### src/rtl/pulse_meas_if.sv
// pulse_meas_if: pulse input, enable and measurement results of pulse_meas
interface pulse_meas_if #(parameter int CNTR_WIDTH = 32);
  logic en, pulse_in, meas_valid, rise_strobe, stuck_high, stuck_low, busy;
  logic [CNTR_WIDTH-1:0] meas_high, meas_period;
  modport master(output en, pulse_in,
                 input meas_high, meas_period, meas_valid, rise_strobe, stuck_high, stuck_low, busy);
  modport slave(input en, pulse_in,
                output meas_high, meas_period, meas_valid, rise_strobe, stuck_high, stuck_low, busy);
endinterface

### src/rtl/pulse_meas.sv
// pulse_meas: measures high width and rise-to-rise period of a pulse train, flags stuck inputs
module pulse_meas #(
  parameter int CNTR_WIDTH  = 32,
  parameter int SYNC_STAGES = 0
) (
  input logic         clk,
  input logic         rst,
  pulse_meas_if.slave bus
);
  typedef enum logic [1:0] {IDLE, HIGH, LOW} state_e;
  localparam logic [CNTR_WIDTH-1:0] CMAX = '1;
  localparam logic [CNTR_WIDTH-1:0] ONE  = CNTR_WIDTH'(1);
  logic in_s, in_d_q, rise, fall, sat;
  state_e state_q, state_d;
  logic [CNTR_WIDTH-1:0] cntr_q, cntr_d, cap_q, cap_d, high_q, high_d, period_q, period_d;
  logic valid_q, valid_d, rise_q, rise_d, sh_q, sh_d, sl_q, sl_d, busy_q;
  if (SYNC_STAGES == 0) begin : g_nosync
    assign in_s = bus.pulse_in;
  end else begin : g_sync
    logic [SYNC_STAGES-1:0] sync_q;
    always_ff @(posedge clk or posedge rst)
      if (rst) sync_q <= '0;
      else sync_q <= SYNC_STAGES'({sync_q, bus.pulse_in});
    assign in_s = sync_q[SYNC_STAGES-1];
  end
  assign rise = in_s & ~in_d_q;
  assign fall = ~in_s & in_d_q;
  assign sat  = cntr_q == CMAX;
  always_comb begin
    state_d  = state_q;
    cap_d    = cap_q;
    high_d   = high_q;
    period_d = period_q;
    valid_d  = 1'b0;
    rise_d   = 1'b0;
    sh_d     = sh_q;
    sl_d     = sl_q;
    cntr_d   = rise ? ONE : sat ? cntr_q : cntr_q + ONE;
    // a real edge wins over saturation in the same cycle
    if (!bus.en) state_d = IDLE;
    else case (state_q)
      IDLE: if (rise) begin
        state_d = HIGH;
        rise_d  = 1'b1;
        sh_d    = 1'b0;
        sl_d    = 1'b0;
      end
      HIGH: if (fall) begin
        cap_d   = cntr_q;
        state_d = LOW;
      end else if (sat) begin
        sh_d    = 1'b1;
        state_d = IDLE;
      end
      LOW: if (rise) begin
        period_d = cntr_q;
        high_d   = cap_q;
        valid_d  = 1'b1;
        rise_d   = 1'b1;
        state_d  = HIGH;
      end else if (sat) begin
        sl_d    = 1'b1;
        state_d = IDLE;
      end
      default: state_d = IDLE;
    endcase
  end
  always_ff @(posedge clk or posedge rst)
    if (rst) begin
      state_q  <= IDLE;
      in_d_q   <= 1'b0;
      cntr_q   <= '0;
      cap_q    <= '0;
      high_q   <= '0;
      period_q <= '0;
      valid_q  <= 1'b0;
      rise_q   <= 1'b0;
      sh_q     <= 1'b0;
      sl_q     <= 1'b0;
      busy_q   <= 1'b0;
    end else begin
      state_q  <= state_d;
      in_d_q   <= in_s;
      cntr_q   <= cntr_d;
      cap_q    <= cap_d;
      high_q   <= high_d;
      period_q <= period_d;
      valid_q  <= valid_d;
      rise_q   <= rise_d;
      sh_q     <= sh_d;
      sl_q     <= sl_d;
      busy_q   <= state_d != IDLE;
    end
  assign bus.meas_high   = high_q;
  assign bus.meas_period = period_q;
  assign bus.meas_valid  = valid_q;
  assign bus.rise_strobe = rise_q;
  assign bus.stuck_high  = sh_q;
  assign bus.stuck_low   = sl_q;
  assign bus.busy        = busy_q;
endmodule

### src/flat_wrapper.sv
// flat-port wrapper written by rule: the top's interface ports become plain ports
module pulse_meas_flat 
#(
  parameter int CNTR_WIDTH  = 32,
  parameter int SYNC_STAGES = 0
)
  (clk, rst, bus_en, bus_pulse_in, bus_meas_high, bus_meas_period, bus_meas_valid, bus_rise_strobe, bus_stuck_high, bus_stuck_low, bus_busy);
  pulse_meas_if #(.CNTR_WIDTH(CNTR_WIDTH)) bus_i ();
  input logic clk;
  input logic rst;
  input wire logic [$bits(bus_i.en)-1:0] bus_en;
  input wire logic [$bits(bus_i.pulse_in)-1:0] bus_pulse_in;
  output wire logic [$bits(bus_i.meas_high)-1:0] bus_meas_high;
  output wire logic [$bits(bus_i.meas_period)-1:0] bus_meas_period;
  output wire logic [$bits(bus_i.meas_valid)-1:0] bus_meas_valid;
  output wire logic [$bits(bus_i.rise_strobe)-1:0] bus_rise_strobe;
  output wire logic [$bits(bus_i.stuck_high)-1:0] bus_stuck_high;
  output wire logic [$bits(bus_i.stuck_low)-1:0] bus_stuck_low;
  output wire logic [$bits(bus_i.busy)-1:0] bus_busy;
  assign bus_i.en = bus_en;
  assign bus_i.pulse_in = bus_pulse_in;
  assign bus_meas_high = bus_i.meas_high;
  assign bus_meas_period = bus_i.meas_period;
  assign bus_meas_valid = bus_i.meas_valid;
  assign bus_rise_strobe = bus_i.rise_strobe;
  assign bus_stuck_high = bus_i.stuck_high;
  assign bus_stuck_low = bus_i.stuck_low;
  assign bus_busy = bus_i.busy;
  pulse_meas #(.CNTR_WIDTH(CNTR_WIDTH), .SYNC_STAGES(SYNC_STAGES)) u_core (.clk(clk), .rst(rst), .bus(bus_i));
endmodule
### config.mk
export PLATFORM = sky130hd
export DESIGN_NAME = pulse_meas_flat
export DESIGN_NICKNAME = d
export VERILOG_FILES = /design/src/rtl/pulse_meas_if.sv /design/src/rtl/pulse_meas.sv /design/src/flat_wrapper.sv
export SDC_FILE = /design/constraint.sdc
export NUM_CORES = 1
export LEC_CHECK = 0
export ABC_AREA = 0
export CORE_MARGIN = 4
export CORE_UTILIZATION = 40
export DETAILED_ROUTE_END_ITERATION = 16
export DONT_BUFFER_PORTS = 1
export GPL_ROUTABILITY_DRIVEN = 1
export PLACE_DENSITY_LB_ADDON = 0.05
export SLEW_MARGIN = 20
export SYNTH_ARGS = -nofsm -noshare
export SYNTH_HDL_FRONTEND = slang
export SYNTH_SLANG_ARGS = --single-unit
### constraint.sdc
create_clock -name clk -period 9.7 [get_ports clk]
set_input_delay 2.425 -clock clk [delete_from_list [all_inputs] [get_ports clk]]
set_output_delay 2.425 -clock clk [all_outputs]
set_load 0.02 [all_outputs]
# [After elaboration in Yosys (flattened, before gate mapping)]
# Cells that the tools add are included.
[word_totals] output_inout_bits=69 ff_bits=136 romBits=0 ram_bits=0 mem_count=0 latch_bits=0 wordCells=53 inputBits=4
[op_classes] shift=0 addsub=1 n_mul=0 reduce_logical=9 mux=19 magnitude_cmp=0 bitwise_logic=4 n_eq_ne=9 div=0
[op_table] cell="2-to-1 mux 32 bit" n=2
[op_table] cell="adder 32 x 1 -> 32 bit (second input constant)" n=1
[op_table] cell="== test 32 bit (second input constant)" n=1
[op_table] cell="2-to-1 mux 2 bit" n=5
[op_table] cell="AND reduction 5 bit" n=2
[op_table] cell="2-to-1 mux 1 bit" n=9
[op_table] cell="inequality test 2 x 1 -> 1 bit (second input constant)" n=4
[op_table] cell="one-hot mux 2 bit (3 select lines)" n=1
[op_table] cell="AND reduction 3 bit" n=2
[op_table] cell="nonzero test 2 bit" n=3
[op_table] cell="inequality test 2 bit (second input constant)" n=2
[op_table] cell="one-hot mux 1 bit (2 select lines)" n=2
[op_table] cell="AND 1 bit" n=2
[op_table] cell="== test 2 x 1 -> 1 bit (second input constant)" n=1
[op_table] cell="== test 2 bit (second input constant)" n=1
[op_table] cell="logical NOT 2 bit" n=1
[op_table] cell="NOT 1 bit" n=2
[op_table] cell="OR reduction 2 bit" n=1

# [Longest topological paths before layout]
[depth] word_depth=6 ltp_mapped=8 depth_no_buf=6

# [Worst setup path before layout]
# Ideal clock, no wire load.
[synth_timing] path_type="input to register" start="in bus_pulse_in" end="reg u_core.high_q[0], in the netlist u_core.bus.meas_high[0]" arrival_time_ns=3.748 n_path_buf=2 slack_ns=5.827 stages=6 path_cell_list="nand2b_1 -> nor2_1 -> nand2_1 -> clkbuf_1 -> clkbuf_1 -> mux2_2"
[synth_via] elab_chain_cells=2
[synth_lines] item="from (decl)" line="flat_wrapper.sv:12" rtl="input wire logic [$bits(bus_i.pulse_in)-1:0] bus_pulse_in;"
[synth_lines] item="AND 1 bit" line="pulse_meas.sv:26" rtl="assign rise = in_s & ~in_d_q;"
[synth_lines] item="AND reduction 3 bit (no source line)"
[synth_lines] item="to (signal assigned)" line="pulse_meas.sv:86" rtl="high_q <= high_d;"
[synth_lines] item="to (decl)" line="pulse_meas.sv:15" rtl="logic [CNTR_WIDTH-1:0] cntr_q, cntr_d, cap_q, cap_d, high_q, high_d, period_q, period_d;"
# No other way between the ends.
# A chain may end at the register's enable or synchronous reset.

# [Final worst setup path]
[layout_timing] start="in bus_pulse_in" end="reg u_core.period_q[10], in the netlist u_core.bus.meas_period[10]"
[layout_via] elab_chain_cells=2
[layout_lines] item="AND 1 bit" line="pulse_meas.sv:26"
[layout_lines] item="AND reduction 3 bit (no source line)"
[layout_lines] item="to (signal assigned)" line="pulse_meas.sv:87" rtl="period_q <= period_d;"
[layout_lines] item="to (decl)" line="pulse_meas.sv:15"
# No other way between the ends.

==> impl_metrics.json <==
{
  "status": "complete, no violations",
  "wl_per_cell_um": 18.3,
  "place_congestion": 0.742,
  "cts.htree.levels": 4,
  "synth_ff_type": "dfrtp_1",
  "yosysTopAreaCellShare": 0.597,
  "leakage_nw": 3.01,
  "endpoint_kind": "flip-flop",
  "synth-seq-cells": 136,
  "layout_common_cells": "136 x dfrtp_1, 94 x mux2_2, 26 x a21oi_1, 20 x nand2_1, 17 x clkbuf_16",
  "grt_max_degree": 85,
  "synth_cell_types": 46,
  "finalSetupViolations": 0,
  "finalCritPeriodShare": 0.371,
  "drv_cap": 0,
  "grt_pass1_vias": 3601,
  "cp.arrival_ns": 3.89,
  "first_pass_iters": 4,
  "cts_made_buffers": 17,
  "design.core.area_um2": 13900,
  "grt_pass1_wl_um": 19700,
  "power_density_nw_per_um2": 202,
  "worstPathRequired_ns": 10.00,
  "maxSlewHeadroom": 0.400,
  "cts_resized": 0,
  "yosys_warnings": 0,
  "clock_path_buffers": 2,
  "synthCells": 441,
  "syn_to_final_growth_pct": 13.5,
  "synth_area_per_cell_um2": 12.9,
  "antenna_left": 0,
  "port_buffers": 0,
  "post-synth-top-area-cell": "dfrtp_1",
  "num_antenna_cells": 0,
  "via_per_inst": 5.61,
  "drive_gt1_frac": 0.315,
  "setup-tns-final_ns": 0,
  "antenna_found_initial": 0,
  "clk_pin_slew_ns": 0.06,
  "final_nets": 443,
  "dp_cells": 599,
  "ys_async_sr_fraction": 1.00,
  "cts-root-buf": "clkbuf_16",
  "hold_violations": 0,
  "grt_use_total": 0.154,
  "syn_nets": 446,
  "wirelength_um": 11600,
  "synth_edf_count": 0,
  "design.die.area_um2": 16200,
  "rsz0062_at_grt": "false",
  "grt-ovfl-total": 0,
  "postCtsSetupRepairBufs": 0,
  "whs_ns": 0.501,
  "final_common_cell": "dfrtp_1",
  "finalPower_w": 0.00131,
  "die_h_um": 127,
  "post-route-min-period_ns": 3.60,
  "dp_hpwl_um": 7360,
  "start_util": 0.409,
  "rows": 43,
  "vias": 3540,
  "chipWidth_um": 127,
  "hold_class": "flip-flop to flip-flop",
  "drv_slew": 0,
  "max_clock_freq_mhz": 278,
  "synth.area.top_cells": "dfrtp_1 60%, mux2_2 19%, a21oi_1 2.3%",
  "peakVddDrop_mv": 0.107,
  "seq_area_frac_synth": 0.597,
  "worst_pin_slew_ns": 0.900,
  "crit_type": "input port to flip-flop",
  "drt_iter0_drc": 212,
  "crit_fanout": 67,
  "drc": 0,
  "clock_latency_ns": 0.41,
  "cts_tree": "built",
  "num_io_pins": 73,
  "stdcell_count": 631,
  "skew_ns": 0.00512,
  "cts_sinks": 136,
  "hold_buffers": 0,
  "syn-cell-area_um2": 5700,
  "start_kind": "input port"
}
-- critical path, stage by stage --
cell and delay [ns]:
nand2b_1 0.20, nor2_1 0.14, nand2_4 0.65, mux2_2 0.42
-- sequential cells by signal, summed over array words and instances (netlist names) --
register / flops
u_core.bus.busy: 1
u_core.in_d_q: 1
u_core.bus.meas_period: 32
u_core.bus.rise_strobe: 1
u_core.bus.meas_high: 32
u_core.cap_q: 32
u_core.state_q: 2
u_core.cntr_q: 32
u_core.bus.stuck_low: 1
u_core.bus.meas_valid: 1
u_core.bus.stuck_high: 1
-- report_power, final --
part           internal, W  leakage [nW]  switching, W
logic            0.0000183         0.845     0.0000261
registers         0.000587          1.88     0.0000263
clock network     0.000416         0.280      0.000235
total              0.00102          3.01      0.000288
-- final timing paths --
check | start | cells past startpoint | slack [ns] | to
min | u_core.cap_q[26] | 1 | 0.50 | u_core.cap_q[26]
max | bus_pulse_in | 4 | 6.10 | u_core.bus.meas_period[10]
max reg2reg | u_core.cntr_q[0] | 6 | 6.67 | u_core.state_q[1]
min reg2reg | u_core.cap_q[26] | 1 | 0.50 | u_core.cap_q[26]
max in group asynchronous | rst | 2 | 6.68 | u_core.state_q[0]
min in group asynchronous | rst | 1 | 1.90 | u_core.bus.meas_high[8]
-- metrics by stage --
step                      utilization  area (um2)  setup slack, ns
after CTS                       0.464        6470             6.08
after floorplan                     -        5700             3.64
after global routing            0.464        6470             5.97
after detailed placement        0.421        5860             5.62
after global placement          0.421        5860             5.68
final                           0.464        6470             6.10
-- cell type report --
| class | count | area (um2) |
|---|---|---|
| sequential | 136 | 3400 |
| clock inverter | 12 | 150 |
| timing repair buffer | 4 | 33.8 |
| clock buffer | 20 | 457 |
| tap | 180 | 225 |
| inverter | 5 | 23.8 |
| fill | 1291 | 7460 |
| multi-input combinational | 274 | 2180 |
-- cell families (layout without fill, tap and decap cells) --
logic type	Yosys count	after routing	share of synthesized area
buffers and inverters	31	41	0.0239
xor gates and xnor gates	4	4	0.00614
and+or+nand+nor	105	105	0.110
AOI/OAI and AO/OA	69	69	0.0739
DFF	136	136	0.597
muxes	95	95	0.187
adders and majority gates	1	1	0.00219
-- routing by layer --
| layer | GRT usage | routed length (um) | up-vias |
|---|---|---|---|
| li1 | - | - | 1630 |
| met1 | 0.221 | 5560 | 1811 |
| met2 | 0.212 | 5020 | 80 |
| met3 | 0.0535 | 763 | 19 |
| met4 | 0.0625 | 210 | 0 |
| met5 | 0 | 0 | - |
-- cells in the mapped netlist (2+ instances only) --
cell and instances:
mux2_2 94, nor2_1 12, a31oi_1 3, nand2b_1 5, clkbuf_1 15, nand4_1 9, o21ai_0 15, buf_2 8
nand3_1 12, nand2_1 21, or3_2 2, and3_1 2, o31ai_1 13, clkbuf_2 2, inv_1 5, a21oi_1 26
a211oi_1 2, or3_1 8, or4_1 11, xnor2_1 3, a311oi_1 2, and4_1 7, dfrtp_1 136, or2_2 2
nor3_1 2, nor4_1 4
Note: power is estimated with default switching activity, not from simulation.
